===== src/rtl/usb_rx_bit_sequencer.sv =====
// USB RX bit sequencer: recovers bit timing from the synchronized D+/D- pair,
// NRZI-decodes, drops stuff bits and flags end-of-packet or receive errors.
module usb_rx_bit_sequencer #(
  parameter int CLKS_PER_BIT = 8,
  parameter int SAMPLE_POINT = 3,
  parameter int STUFF_LEN    = 6
) (
  input  logic clk,
  input  logic n_rst,
  input  logic enable,
  input  logic d_plus_sync,
  input  logic d_minus_sync,
  output logic shift_enable,
  output logic d_orig,
  output logic eop,
  output logic rx_err,
  output logic idle
);

  localparam int CNT_W  = (CLKS_PER_BIT > 2) ? $clog2(CLKS_PER_BIT) : 1;
  localparam int ONES_W = (STUFF_LEN > 0) ? $clog2(STUFF_LEN + 1) : 1;
  localparam logic [CNT_W-1:0]  CNT_LAST   = CNT_W'(CLKS_PER_BIT - 1);
  localparam logic [CNT_W-1:0]  CNT_SAMPLE = CNT_W'(SAMPLE_POINT);
  localparam logic [CNT_W-1:0]  CNT_ONE    = CNT_W'(1);
  localparam logic [ONES_W-1:0] ONES_MAX   = ONES_W'(STUFF_LEN);
  localparam logic [ONES_W-1:0] ONES_ONE   = ONES_W'(1);

  // ERR is split in two so the exit needs an SE0 followed by a J.
  typedef enum logic [2:0] {
    IDLE,
    RUN,
    EOP_WAIT,
    ERR_SE0,
    ERR_J
  } state_t;

  state_t            state, state_nxt;
  logic [CNT_W-1:0]  counter, counter_nxt, counter_inc;
  logic [ONES_W-1:0] ones_cnt, ones_nxt;
  logic              prev_line, prev_line_nxt;
  logic              prev_dp;
  logic              shift_nxt, d_orig_nxt, eop_nxt, rx_err_nxt, idle_nxt;
  logic              bit_val;

  logic line_j, line_k, line_se0, line_se1, transition;

  assign line_j     =  d_plus_sync & ~d_minus_sync;
  assign line_k     = ~d_plus_sync &  d_minus_sync;
  assign line_se0   = ~d_plus_sync & ~d_minus_sync;
  assign line_se1   =  d_plus_sync &  d_minus_sync;
  assign transition =  d_plus_sync ^ prev_dp;

  assign counter_inc = (counter == CNT_LAST) ? '0 : counter + CNT_ONE;

  always_comb begin
    state_nxt     = state;
    counter_nxt   = counter;
    ones_nxt      = ones_cnt;
    prev_line_nxt = prev_line;
    shift_nxt     = 1'b0;
    d_orig_nxt    = d_orig;
    eop_nxt       = 1'b0;
    rx_err_nxt    = 1'b0;
    bit_val       = 1'b1;

    if (!enable) begin
      state_nxt   = IDLE;
      counter_nxt = '0;
      ones_nxt    = '0;
    end else begin
      case (state)
        IDLE: begin
          counter_nxt = '0;
          if (line_k) begin
            counter_nxt   = CNT_ONE;
            prev_line_nxt = 1'b1;
            ones_nxt      = '0;
            state_nxt     = RUN;
          end
        end

        RUN: begin
          // A line edge re-centres the bit window; its own cycle is count 0.
          counter_nxt = transition ? CNT_ONE : counter_inc;
          if (!transition && (counter == CNT_SAMPLE)) begin
            if (line_se0) begin
              state_nxt = EOP_WAIT;
            end else if (line_se1) begin
              rx_err_nxt = 1'b1;
              state_nxt  = ERR_SE0;
            end else begin
              bit_val       = (d_plus_sync == prev_line);
              prev_line_nxt = d_plus_sync;
              if (ones_cnt == ONES_MAX) begin
                if (bit_val) begin
                  rx_err_nxt = 1'b1;
                  state_nxt  = ERR_SE0;
                end else begin
                  ones_nxt = '0;
                end
              end else begin
                shift_nxt  = 1'b1;
                d_orig_nxt = bit_val;
                ones_nxt   = bit_val ? ones_cnt + ONES_ONE : '0;
              end
            end
          end
        end

        EOP_WAIT: begin
          if (line_j) begin
            eop_nxt   = 1'b1;
            state_nxt = IDLE;
          end
        end

        ERR_SE0: begin
          if (line_se0) state_nxt = ERR_J;
        end

        ERR_J: begin
          if (line_j) state_nxt = IDLE;
        end

        default: state_nxt = IDLE;
      endcase
    end

    idle_nxt = (state_nxt == IDLE);
  end

  always_ff @(posedge clk) begin
    if (!n_rst) begin
      state        <= IDLE;
      counter      <= '0;
      ones_cnt     <= '0;
      prev_line    <= 1'b1;
      prev_dp      <= 1'b1;
      shift_enable <= 1'b0;
      d_orig       <= 1'b1;
      eop          <= 1'b0;
      rx_err       <= 1'b0;
      idle         <= 1'b1;
    end else begin
      state        <= state_nxt;
      counter      <= counter_nxt;
      ones_cnt     <= ones_nxt;
      prev_line    <= prev_line_nxt;
      prev_dp      <= d_plus_sync;
      shift_enable <= shift_nxt;
      d_orig       <= d_orig_nxt;
      eop          <= eop_nxt;
      rx_err       <= rx_err_nxt;
      idle         <= idle_nxt;
    end
  end

endmodule


===== config.mk =====
export PLATFORM = sky130hd
export DESIGN_NAME = usb_rx_bit_sequencer
export DESIGN_NICKNAME = d
export VERILOG_FILES = /design/src/rtl/usb_rx_bit_sequencer.sv
export SDC_FILE = /design/constraint.sdc
export NUM_CORES = 1
export LEC_CHECK = 0
export BUFFER_PORTS_ARGS = -buffer_cell sky130_fd_sc_hd__clkbuf_2
export CAP_MARGIN = 0
export CORE_ASPECT_RATIO = 1.2
export CORE_MARGIN = 5
export CORE_UTILIZATION = 40
export DETAILED_ROUTE_END_ITERATION = 8
export GPL_ROUTABILITY_DRIVEN = 0
export GPL_TIMING_DRIVEN = 0
export PLACE_DENSITY = 0.65
export SLEW_MARGIN = 10
export SYNTH_ARGS = -nofsm -noshare
export SYNTH_HDL_FRONTEND = slang
export SYNTH_SLANG_ARGS = --single-unit
export TNS_END_PERCENT = 100

===== constraint.sdc =====
create_clock -name clk -period 2 [get_ports clk]
set_input_delay 0.4 -clock clk [delete_from_list [all_inputs] [get_ports clk]]
set_output_delay 0.4 -clock clk [all_outputs]
set_load 0.005 [all_outputs]

==> results.toml <==
[worst_setup_path]
crit_slowest_cell = "nor2_1"
crit_fanout = 6
path_class = "input pin to flip-flop"
path_cells = "clkbuf_2 > inv_1 > ha_1 > nor2_1 > a41oi_2 > nor4_1 > o21ai_1"
cpPeakStageDelay_ns = 0.32
required_ns = 2.20
cp_data_arrival_time_ns = 1.93
rrSetupSlack_ns = 0.42
start_kind = "input pin"
cp-end-kind = "flip-flop"

[synthesis]
synth-seq-area-share_pct = 35.0
yosysTopAreaCellShare_pct = 35.0
synth_top_cells_by_area = "dfxtp_1, ha_1, a21oi_1"
ys_seq_elements = 16
synth_top_cell_by_area = "dfxtp_1"
postSynth.asyncResetShare_pct = 0
ys_types = 39
synth_area_um2 = 915
syn-instance-count = 96
synth_edf_count = 0
synthFlopType = "dfxtp_1"
syn_avg_cell_area_um2 = 9.53
synth_warnings = 0
syn-num-nets = 110

[sta]
max_freq_ghz = 0.577
finalMaxSlewViolations = 0
fin_crit_sh_pct = 86.6
hold_viol = 0
rsz0062_at_grt = "no"
slew_headroom_pct = 72.3
setup_viol = 0
worst_pin_slew_ns = 0.412
period_minus_slack_ns = 1.73
skew_ns = 0.00422

[cells_and_area]
area_growth_pct = 13.1
regArea_um2 = 320
n_antenna_cell = 0
mostFrequentLayoutCells = "dfxtp_1, ha_1, clkbuf_2"
fill_cells = 243
instances_no_fill = 140
drive_gt1_share_pct = 22.9
postLayoutCellArea_mm2 = 0.00103
nets = 124
final_common_cell = "dfxtp_1"
multi_input_area_um2 = 563
utilization_pct = 46.3

[clock_network]
root_buffer = "clkbuf_4"
worstSkewPairLatency_ns = 0.30
cts_htree_levels = 1
postCtsSetupRepairBufs = 0
cts_hold_buf = 0
cts_buffers = 3
cts.sinks = 16
cts_tree = "done"
cts-root-to-sink-buffers = 2
clkTransAtPathRegs_ns = 0.10
cts_resized = 0

[drt]
avgRoutedWirePerCell_um = 13.5
via_per_inst = 5.56
wl_mm = 1.88
drtIter0Drc = 28
drc = 0
drtPass1Iterations = 4
drtAntennaViolNets = 0
vias = 779

[global_route]
antenna_found_initial = 0
grt_first_pass_wirelength_mm = 3.34
first_global_vias = 743
grt_overflow = 0
gr-usage-all-layers_pct = 13.2
grt_max_degree = 11

[min_path]
hold_class = "input pin to flip-flop"

[floorplan]
die_h_um = 62.4
start_util_pct = 40.9
die_x_um = 53.7
core_area_mm2 = 0.00223
rows = 19
io_pins = 10
dieArea_mm2 = 0.00335

[pwr]
leakage_nw = 0.406
peakVddDrop_uv = 388
p_total_w = 0.000614
power_density_mw_per_mm2 = 594

[place]
place_inst = 136
io_buffers = 9
hpwl_mm = 1.40
place_area_um2 = 998

[job]
cap_violations = 0

[outcome]
outcome = "completed"
routing by layer:
| metal | routed length (µm) | part of all wire, % | GRT usage (%) | vias to the layer above |
|---|---|---|---|---|
| met5 | 0 | 0 | 0 | - |
| li1 | - | - | - | 384 |
| met2 | 917 | 49 | 21.2 | 16 |
| met4 | 31 | 1.6 | 5.75 | 0 |
| met3 | 41 | 2.2 | 2.15 | 4 |
| met1 | 893 | 47 | 16.8 | 375 |
kinds of logic (layout without fill, tap and decap cells):
family	Yosys count	in the layout	share of synthesized area, %
simple gates	35	35	23.8
xor+xnor	2	2	3.56
buf+inv	6	19	3.42
mux	1	1	1.23
flops	16	16	35.0
compound gates	27	27	20.7
fa+ha+maj	9	9	12.3
state kept, by name, indices dropped and copies added, names as in the netlist:
register,count
eop,1
idle,1
prev_line,1
prev_dp,1
state,3
shift_enable,1
d_orig,1
ones_cnt,3
counter,3
rx_err,1
worst max-delay path: cells and delay by family:
| family | cells | cell delay, ns |
|---|---|---|
| simple gates | 2 | 0.61 |
| buf+inv | 2 | 0.33 |
| fa+ha+maj | 1 | 0.28 |
| compound gates | 2 | 0.31 |
synth_stat cells, types with 2 or more instances:
cell,number
nor2b_1,3
a21oi_1,7
nor3_1,2
o31ai_1,2
nand3_1,3
inv_1,4
ha_1,9
nor2_1,7
nor4_1,2
o21ai_0,6
dfxtp_1,16
nand2_1,5
nand2b_1,2
nand4_1,3
cell type report:
class	instances	share of cell area [%]
Multi-Input combinational cell	74	54.4
Sequential cell	16	31.0
Timing Repair Buffer	9	4.35
Tap cell	31	3.75
Clock buffer	4	3.51
Buffer	2	1.57
Inverter	4	1.45
through the flow:
| stage | worst slack [ns] | setup TNS, ns | hold WS (ns) |
|---|---|---|---|
| 4_1_cts | 0.291 | 0 | 0.308 |
| 3_3_place_gp | -0.0123 | -0.0182 | 0.467 |
| 5_1_grt | 0.192 | 0 | 0.305 |
| 6_report | 0.268 | 0 | 0.318 |
| 2_1_floorplan | 0.494 | 0 | 0.453 |
| 3_5_place_dp | -0.0238 | -0.0314 | 0.475 |
worst paths after layout:
kind                                 from                       to  cells after the start
setup / recovery              d_plus_sync   prev_line$_SDFFE_PN1P_                      7
hold / removal                      n_rst       prev_dp$_SDFF_PN1_                      2
setup reg to reg  counter[0]$_SDFFE_PN0N_          idle$_SDFF_PN1_                      5
hold reg to reg   counter[1]$_SDFFE_PN0N_  counter[1]$_SDFFE_PN0N_                      2
power by group:
group	internal, W	switching [W]
Combinational	0.0000237	0.0000411
Clock	0.000111	0.000114
Sequential	0.000322	0.00000226
Note: power is estimated with default switching activity, not from simulation.
